[src/rtl/clock_pkg.sv]
// Shared key codes, digit limits and FSM encoding for the time entry keypad.
// KEYPAD_ABORT_EN (optional): '*' aborts an entry session.
package clock_pkg;

    localparam logic [3:0] KEY_A    = 4'd10;
    localparam logic [3:0] KEY_B    = 4'd11;
    localparam logic [3:0] KEY_C    = 4'd12;
    localparam logic [3:0] KEY_D    = 4'd13;
    localparam logic [3:0] KEY_STAR = 4'd14;
    localparam logic [3:0] KEY_HASH = 4'd15;

    localparam logic [3:0] MAX_HT      = 4'd2;
    localparam logic [3:0] MAX_HO      = 4'd9;
    localparam logic [3:0] MAX_HO_AT_2 = 4'd3;
    localparam logic [3:0] MAX_MT      = 4'd5;
    localparam logic [3:0] MAX_MO      = 4'd9;

    localparam logic [2:0] TW_DONE = 3'd4;

    typedef enum logic [2:0] {
        ST_IDLE,
        ST_SCAN,
        ST_DEBOUNCE,
        ST_DECODE,
        ST_WAIT_REL,
        ST_COMMIT
    } state_e;

    function automatic logic [3:0] key_map(input logic [1:0] r,
                                           input logic [1:0] c);
        logic [3:0] k;
        k = 4'd0;
        case ({r, c})
            4'h0: k = 4'd1;
            4'h1: k = 4'd2;
            4'h2: k = 4'd3;
            4'h3: k = KEY_A;
            4'h4: k = 4'd4;
            4'h5: k = 4'd5;
            4'h6: k = 4'd6;
            4'h7: k = KEY_B;
            4'h8: k = 4'd7;
            4'h9: k = 4'd8;
            4'hA: k = 4'd9;
            4'hB: k = KEY_C;
            4'hC: k = KEY_STAR;
            4'hD: k = 4'd0;
            4'hE: k = KEY_HASH;
            4'hF: k = KEY_D;
        endcase
        return k;
    endfunction

    // Splits a 0..59 value into {tens, ones} without a divider.
    function automatic logic [7:0] split_dec(input logic [5:0] v);
        logic [3:0] tens;
        logic [6:0] rem;
        tens = 4'd0;
        for (int i = 1; i <= 5; i++) begin
            if ({1'b0, v} >= 7'(10 * i))
                tens = 4'(i);
        end
        rem = {1'b0, v} - 7'(10 * tens);
        return {tens, rem[3:0]};
    endfunction

endpackage

[src/rtl/keypad_scan.sv]
// 4x4 keypad column scanner with scan-tick divider, press debounce
// and release detection on the frozen column.
module keypad_scan
    import clock_pkg::*;
#(
    parameter int SCAN_DIV = 100_000,
    parameter int DB_TICKS = 20
) (
    input  logic       clk,
    input  logic       rst,
    input  logic       en,
    input  logic [3:0] row,
    output logic [3:0] col,
    output logic       key_hit,
    output logic       key_lost,
    output logic       key_valid,
    output logic [3:0] key_code,
    output logic       released
);

    localparam int DW = (SCAN_DIV > 1) ? $clog2(SCAN_DIV) : 1;
    localparam int CW = $clog2(DB_TICKS + 1);

    typedef enum logic [1:0] {
        PH_ROT,
        PH_DB,
        PH_REL
    } phase_e;

    logic [3:0]    row_meta_q, row_meta_d;
    logic [3:0]    row_sync_q, row_sync_d;
    logic [DW-1:0] div_q, div_d;
    logic [1:0]    cidx_q, cidx_d;
    logic [1:0]    ridx_q, ridx_d;
    logic [CW-1:0] cnt_q, cnt_d;
    phase_e        phase_q, phase_d;

    logic          tick;
    logic          any_low;
    logic [1:0]    low_idx;

    always_comb begin
        any_low = ~&row_sync_q;
        if (!row_sync_q[0])
            low_idx = 2'd0;
        else if (!row_sync_q[1])
            low_idx = 2'd1;
        else if (!row_sync_q[2])
            low_idx = 2'd2;
        else
            low_idx = 2'd3;
    end

    always_comb begin
        row_meta_d = row;
        row_sync_d = row_meta_q;
        div_d      = div_q;
        cidx_d     = cidx_q;
        ridx_d     = ridx_q;
        cnt_d      = cnt_q;
        phase_d    = phase_q;
        key_hit    = 1'b0;
        key_lost   = 1'b0;
        key_valid  = 1'b0;
        released   = 1'b0;
        tick       = (div_q == DW'(SCAN_DIV - 1));
        if (!en) begin
            div_d   = '0;
            cidx_d  = 2'd0;
            cnt_d   = '0;
            phase_d = PH_ROT;
        end else begin
            div_d = tick ? '0 : div_q + 1'b1;
            if (tick) begin
                unique case (phase_q)
                    PH_ROT: begin
                        if (any_low) begin
                            ridx_d  = low_idx;
                            cnt_d   = '0;
                            phase_d = PH_DB;
                            key_hit = 1'b1;
                        end else begin
                            cidx_d = cidx_q + 2'd1;
                        end
                    end
                    PH_DB: begin
                        if (!any_low || low_idx != ridx_q) begin
                            phase_d  = PH_ROT;
                            key_lost = 1'b1;
                        end else if (cnt_q == CW'(DB_TICKS - 1)) begin
                            cnt_d     = '0;
                            phase_d   = PH_REL;
                            key_valid = 1'b1;
                        end else begin
                            cnt_d = cnt_q + 1'b1;
                        end
                    end
                    PH_REL: begin
                        if (any_low) begin
                            cnt_d = '0;
                        end else if (cnt_q == CW'(DB_TICKS - 1)) begin
                            cnt_d    = '0;
                            phase_d  = PH_ROT;
                            released = 1'b1;
                        end else begin
                            cnt_d = cnt_q + 1'b1;
                        end
                    end
                    default: phase_d = PH_ROT;
                endcase
            end
        end
    end

    always_ff @(posedge clk or negedge rst) begin
        if (!rst) begin
            row_meta_q <= 4'hF;
            row_sync_q <= 4'hF;
            div_q      <= '0;
            cidx_q     <= 2'd0;
            ridx_q     <= 2'd0;
            cnt_q      <= '0;
            phase_q    <= PH_ROT;
        end else begin
            row_meta_q <= row_meta_d;
            row_sync_q <= row_sync_d;
            div_q      <= div_d;
            cidx_q     <= cidx_d;
            ridx_q     <= ridx_d;
            cnt_q      <= cnt_d;
            phase_q    <= phase_d;
        end
    end

    // Column and row index stay frozen from detection until release.
    assign col      = en ? ~(4'b0001 << cidx_q) : 4'hF;
    assign key_code = key_map(ridx_q, cidx_q);

endmodule

[src/rtl/time_entry_keypad.sv]
// Keypad HH:MM entry: staging digits, validation and the session FSM.
// KEYPAD_ABORT_EN: when defined, '*' abandons the session unchanged.
module time_entry_keypad
    import clock_pkg::*;
#(
    parameter int SCAN_DIV = 100_000,
    parameter int DB_TICKS = 20
) (
    input  logic       clk,
    input  logic       rst,
    input  logic       start,
    input  logic       next,
    input  logic [3:0] row,
    output logic [3:0] col,
    output logic [5:0] key_hour,
    output logic [5:0] key_minute,
    output logic [2:0] twinkle,
    output logic       set_time,
    output logic       busy
);

    state_e          state_q, state_d;
    logic [2:0]      tw_q, tw_d;
    logic [3:0][3:0] stg_q, stg_d;
    logic [5:0]      hour_q, hour_d;
    logic [5:0]      min_q, min_d;
    logic            set_q, set_d;
    logic [2:0]      start_sync_q, start_sync_d;
    logic [2:0]      next_sync_q, next_sync_d;

    logic            start_edge;
    logic            next_edge;
    logic            key_hit;
    logic            key_lost;
    logic            key_valid;
    logic [3:0]      key_code;
    logic            released;
    logic            abort_key;
    logic            dig_ok;
    logic [7:0]      pre_h;
    logic [7:0]      pre_m;
    logic [6:0]      h7;
    logic [6:0]      m7;

`ifdef KEYPAD_ABORT_EN
    assign abort_key = (key_code == KEY_STAR);
`else
    assign abort_key = 1'b0;
`endif

    assign busy = (state_q != ST_IDLE) && (state_q != ST_COMMIT);

    keypad_scan #(
        .SCAN_DIV (SCAN_DIV),
        .DB_TICKS (DB_TICKS)
    ) u_scan (
        .clk       (clk),
        .rst       (rst),
        .en        (busy),
        .row       (row),
        .col       (col),
        .key_hit   (key_hit),
        .key_lost  (key_lost),
        .key_valid (key_valid),
        .key_code  (key_code),
        .released  (released)
    );

    always_comb begin
        start_sync_d = {start_sync_q[1:0], start};
        next_sync_d  = {next_sync_q[1:0], next};
        start_edge   = start_sync_q[1] & ~start_sync_q[2];
        next_edge    = next_sync_q[1] & ~next_sync_q[2];
    end

    always_comb begin
        unique case (tw_q)
            3'd0: dig_ok = key_code <= MAX_HT;
            3'd1: dig_ok = key_code <= ((stg_q[0] == MAX_HT) ?
                                        MAX_HO_AT_2 : MAX_HO);
            3'd2: dig_ok = key_code <= MAX_MT;
            3'd3: dig_ok = key_code <= MAX_MO;
            default: dig_ok = 1'b0;
        endcase
    end

    always_comb begin
        state_d = state_q;
        tw_d    = tw_q;
        stg_d   = stg_q;
        hour_d  = hour_q;
        min_d   = min_q;
        set_d   = 1'b0;
        pre_h   = split_dec(hour_q);
        pre_m   = split_dec(min_q);
        h7      = 7'(stg_q[0]) * 7'd10 + 7'(stg_q[1]);
        m7      = 7'(stg_q[2]) * 7'd10 + 7'(stg_q[3]);
        unique case (state_q)
            ST_IDLE: begin
                if (start_edge) begin
                    stg_d[0] = pre_h[7:4];
                    stg_d[1] = pre_h[3:0];
                    stg_d[2] = pre_m[7:4];
                    stg_d[3] = pre_m[3:0];
                    tw_d     = 3'd0;
                    state_d  = ST_SCAN;
                end
            end
            ST_SCAN: begin
                if (next_edge) begin
                    tw_d = tw_q + 3'd1;
                    if (tw_q == 3'd3)
                        state_d = ST_COMMIT;
                    else if (key_hit)
                        state_d = ST_DEBOUNCE;
                end else if (key_hit) begin
                    state_d = ST_DEBOUNCE;
                end
            end
            ST_DEBOUNCE: begin
                if (key_valid)
                    state_d = ST_DECODE;
                else if (key_lost)
                    state_d = ST_SCAN;
            end
            ST_DECODE: begin
                state_d = ST_WAIT_REL;
                if (abort_key) begin
                    tw_d    = TW_DONE;
                    state_d = ST_IDLE;
                end else if (dig_ok) begin
                    stg_d[tw_q[1:0]] = key_code;
                    // An hour tens of 2 caps the already staged ones digit.
                    if (tw_q == 3'd0 && key_code == MAX_HT &&
                        stg_q[1] > MAX_HO_AT_2)
                        stg_d[1] = MAX_HO_AT_2;
                    tw_d = tw_q + 3'd1;
                end
            end
            ST_WAIT_REL: begin
                if (released)
                    state_d = (tw_q == TW_DONE) ? ST_COMMIT : ST_SCAN;
            end
            ST_COMMIT: begin
                hour_d  = 6'(h7);
                min_d   = 6'(m7);
                set_d   = 1'b1;
                tw_d    = TW_DONE;
                state_d = ST_IDLE;
            end
            default: state_d = ST_IDLE;
        endcase
    end

    always_ff @(posedge clk or negedge rst) begin
        if (!rst) begin
            state_q      <= ST_IDLE;
            tw_q         <= TW_DONE;
            stg_q        <= '0;
            hour_q       <= '0;
            min_q        <= '0;
            set_q        <= 1'b0;
            start_sync_q <= '0;
            next_sync_q  <= '0;
        end else begin
            state_q      <= state_d;
            tw_q         <= tw_d;
            stg_q        <= stg_d;
            hour_q       <= hour_d;
            min_q        <= min_d;
            set_q        <= set_d;
            start_sync_q <= start_sync_d;
            next_sync_q  <= next_sync_d;
        end
    end

    assign key_hour   = hour_q;
    assign key_minute = min_q;
    assign twinkle    = tw_q;
    assign set_time   = set_q;

endmodule

[config.mk]
export PLATFORM = sky130hd
export DESIGN_NAME = time_entry_keypad
export DESIGN_NICKNAME = d
export VERILOG_FILES = /design/src/rtl/clock_pkg.sv /design/src/rtl/keypad_scan.sv /design/src/rtl/time_entry_keypad.sv
export SDC_FILE = /design/constraint.sdc
export NUM_CORES = 1
export LEC_CHECK = 0
export BUFFER_PORTS_ARGS = -buffer_cell sky130_fd_sc_hd__buf_2
export CAP_MARGIN = 20
export CELL_PAD_IN_SITES_DETAIL_PLACEMENT = 0
export CELL_PAD_IN_SITES_GLOBAL_PLACEMENT = 1
export CORE_ASPECT_RATIO = 1.5
export CORE_UTILIZATION = 51
export DETAILED_ROUTE_END_ITERATION = 16
export GPL_TIMING_DRIVEN = 0
export PLACE_DENSITY_LB_ADDON = 0.1
export SYNTH_ARGS = -nofsm -noshare
export SYNTH_HDL_FRONTEND = slang
export SYNTH_SLANG_ARGS = --single-unit
[constraint.sdc]
create_clock -name clk -period 4.7 [get_ports clk]
set_input_delay 0.235 -clock clk [delete_from_list [all_inputs] [get_ports clk]]
set_output_delay 0.235 -clock clk [all_outputs]
set_load 0.02 [all_outputs]
==> results.sh <==
export IMPL_crit_type="register to register"
export IMPL_end_kind="register"
export IMPL_clockBufferDepth=2
export IMPL_synth_avg_cell_area_sq_um=9.28
export IMPL_die_w_um=81.3
export IMPL_finClkSkew_ps=6.01
export IMPL_root_buffer="clkbuf_16"
export IMPL_dp_cells=660
export IMPL_cts_tree="built"
export IMPL_timing_final_ws_setup_ps=1050
export IMPL_gp_congestion=0.893
export IMPL_cts_buffers=9
export IMPL_grt_antenna_before_repair=0
export IMPL_ys_top_cells_by_area="dfrtp_1 (35%), ha_1 (8.3%), dfstp_2 (4.9%), nand2_1 (4.6%), o21ai_0 (4.5%)"
export IMPL_fillers=824
export IMPL_post_route_util=0.602
export IMPL_ys_seq_area_frac=0.402
export IMPL_port_buffers=28
export IMPL_cp_data_arrival_time_ps=3870
export IMPL_vias_per_cell=5.71
export IMPL_numClockSinks=77
export IMPL_post_dp_hpwl_um=8460
export IMPL_drv_slew=0
export IMPL_final_area_sq_um=5540
export IMPL_wl_per_cell_um=16.1
export IMPL_grt_pass1_vias=3954
export IMPL_synthFlopType="dfrtp_1"
export IMPL_cts_setup_buffers=0
export IMPL_rsz0062_at_grt="false"
export IMPL_clk_transition_reported_paths_ps=60
export IMPL_netlist_instances=519
export IMPL_instances_no_fill=683
export IMPL_hold_class="input port to async pin"
export IMPL_insertion_delay_ps=340
export IMPL_fp_dieArea_sq_um=9840
export IMPL_ir_drop_v=0.000329
export IMPL_reg2regPathDepth=11
export IMPL_period_needed_ps=3650
export IMPL_wirelength_um=11000
export IMPL_design_core_area_sq_um=9200
export IMPL_power_density_nw_per_um2=532
export IMPL_hold_violations=0
export IMPL_outcome="finished, final reports clean"
export IMPL_synth_edf_count=0
export IMPL_fin_nets=610
export IMPL_r2r_setup_slack_ps=1050
export IMPL_fmax_mhz=274
export IMPL_boundaryPins=29
export IMPL_finalSetupTns_ps=0
export IMPL_dieHeight_um=121
export IMPL_synth_most_common_cell="dfrtp_1"
export IMPL_maxCapViolCount=0
export IMPL_overflow=0
export IMPL_drive_above_1_share=0.123
export IMPL_timing_rr_end="stg_q[5]$_DFFE_PN0P_"
export IMPL_initial_utilization=0.523
export IMPL_drt_pass1_iter_count=4
export IMPL_diodes=0
export IMPL_leakage_nw=2.50
export IMPL_setup_viol=0
export IMPL_holdWs_ps=344
export IMPL_crit_fanout=9
export IMPL_yosysWarnings=0
export IMPL_synth_top_cell_area_share=0.353
export IMPL_post_route_period_util=0.776
export IMPL_power_mw=2.95
export IMPL_grt_usage=0.249
export IMPL_antenna_left=0
export IMPL_syn_num_nets=563
export IMPL_r2r_start="u_scan.cidx_q[0]$_DFFE_PN0P_"
export IMPL_initialDrtViolationCount=164
export IMPL_crit_path_top_delay_cell="dfrtp_1"
export IMPL_async_flop_share=1.00
export IMPL_maxSlewHeadroom=0.600
export IMPL_placementRows=43
export IMPL_cts_resized=0
export IMPL_synth_seq_cells=77
export IMPL_start_kind="register"
export IMPL_grt_max_degree=53
export IMPL_post_dp_cell_area_sq_um=5130
export IMPL_drcViolationCount=0
export IMPL_yosysTopAreaCell="dfrtp_1"
export IMPL_htreeDepth=3
export IMPL_worst_pin_slew_ps=599
export IMPL_ys_types=66
export IMPL_post_place_ws_ps=1080
export IMPL_path_cells="inv_1, ha_1, mux2i_1, a21oi_1, inv_1, ha_1, and4_1, and4_1, or3_4, o31ai_4, mux2_1"
export IMPL_route_vias_total=3900
export IMPL_grt_pass1_wl_um=18300
export IMPL_synthTopCellsByCount="dfrtp_1 (68), nand2_1 (59), o21ai_0 (43)"
export IMPL_syn_to_final_growth_pct=15.1
export IMPL_max_stage_delay_ps=470
export IMPL_mappedNetlistArea_sq_um=4820
export IMPL_crit_required_ps=4920
==> flip-flops by register name, indices dropped and copies added (netlist names), 4 cells and up <==
| name | flops |
|---|---|
| key_hour | 6 |
| u_scan.cnt_q | 5 |
| u_scan.div_q | 17 |
| stg_q | 16 |
| u_scan.row_sync_q | 4 |
| u_scan.row_meta_q | 4 |
| key_minute | 6 |
==> timing repair <==
item / 4_1_cts / 5_1_grt
endpoints found under the setup margin: 0 / 0
hold endpoints to repair: 23 / 0
hold buffers: 7 / 0
==> logic make-up (layout without fill, tap and decap cells) <==
group,after synthesis,in the layout,synth area share
AND/OR/NAND/NOR,191,191,0.203
flip-flops,77,77,0.402
buffers and inverters,53,105,0.0436
multiplexers,12,12,0.0317
adder cells (fa/ha/maj),36,36,0.0998
XOR/XNOR,26,26,0.0473
AO/OA/AOI/OAI,124,124,0.172
==> cell type report <==
type | count | area, sq um | share of cell area
clock buffers | 9 | 225 | 0.0406
well taps | 112 | 140 | 0.0253
plain buffers | 14 | 63.8 | 0.0115
multi-input cells | 389 | 2670 | 0.481
clock inverters | 7 | 120 | 0.0217
inverters | 39 | 146 | 0.0264
repair buffers | 36 | 240 | 0.0434
flip-flops and latches | 77 | 1940 | 0.350
==> critical path, delay by kind of cell (launching register included) <==
family / cells / cell delay [ps]
adder cells (fa/ha/maj): 2 / 600
buffers and inverters: 2 / 360
AND/OR/NAND/NOR: 3 / 800
multiplexers: 2 / 490
AO/OA/AOI/OAI: 2 / 810
flip-flops: 1 / 470
==> placed cells by master, fill, tap and decap left out, drive strengths merged, types with 6 or more instances in the layout <==
cell type     n
nand2b        8
clkbuf       19
xor2         13
dlygate4sd3   7
inv          40
nand3        18
nand2        59
nor2b        18
a21oi        20
dfstp         9
o22ai         6
buf          33
o21ai        43
xnor2        13
ha           32
dfrtp        68
nor3         12
mux2          6
o31ai         8
nor2         36
==> worst max-delay path by stage <==
stage                                  from                     end  cells past startpoint
2_1_floorplan  u_scan.cidx_q[0]$_DFFE_PN0P_  twinkle[0]$_DFFE_PN0P_                     11
3_3_place_gp   u_scan.cidx_q[0]$_DFFE_PN0P_    stg_q[7]$_DFFE_PN0P_                     11
3_5_place_dp   u_scan.cidx_q[0]$_DFFE_PN0P_    stg_q[5]$_DFFE_PN0P_                     11
4_1_cts        u_scan.cidx_q[0]$_DFFE_PN0P_    stg_q[5]$_DFFE_PN0P_                     11
5_1_grt        u_scan.cidx_q[0]$_DFFE_PN0P_    stg_q[5]$_DFFE_PN0P_                     11
6_report       u_scan.cidx_q[0]$_DFFE_PN0P_    stg_q[5]$_DFFE_PN0P_                     11
==> power by group <==
part           total [mW]  switching (mW)  internal (mW)  leakage (nW)
Clock               0.801           0.280          0.521         0.168
Combinational        1.23           0.728          0.505          1.33
Sequential          0.915           0.129          0.786          1.00
Total                2.95            1.14           1.81          2.50
==> routing by layer <==
| layer | GRT usage | share of wire |
|---|---|---|
| met5 | 0 | 0 |
| met4 | 0.158 | 0.039 |
| met3 | 0.0248 | 0.017 |
| met2 | 0.477 | 0.57 |
| met1 | 0.243 | 0.37 |
(Power assumes the default switching activity.)
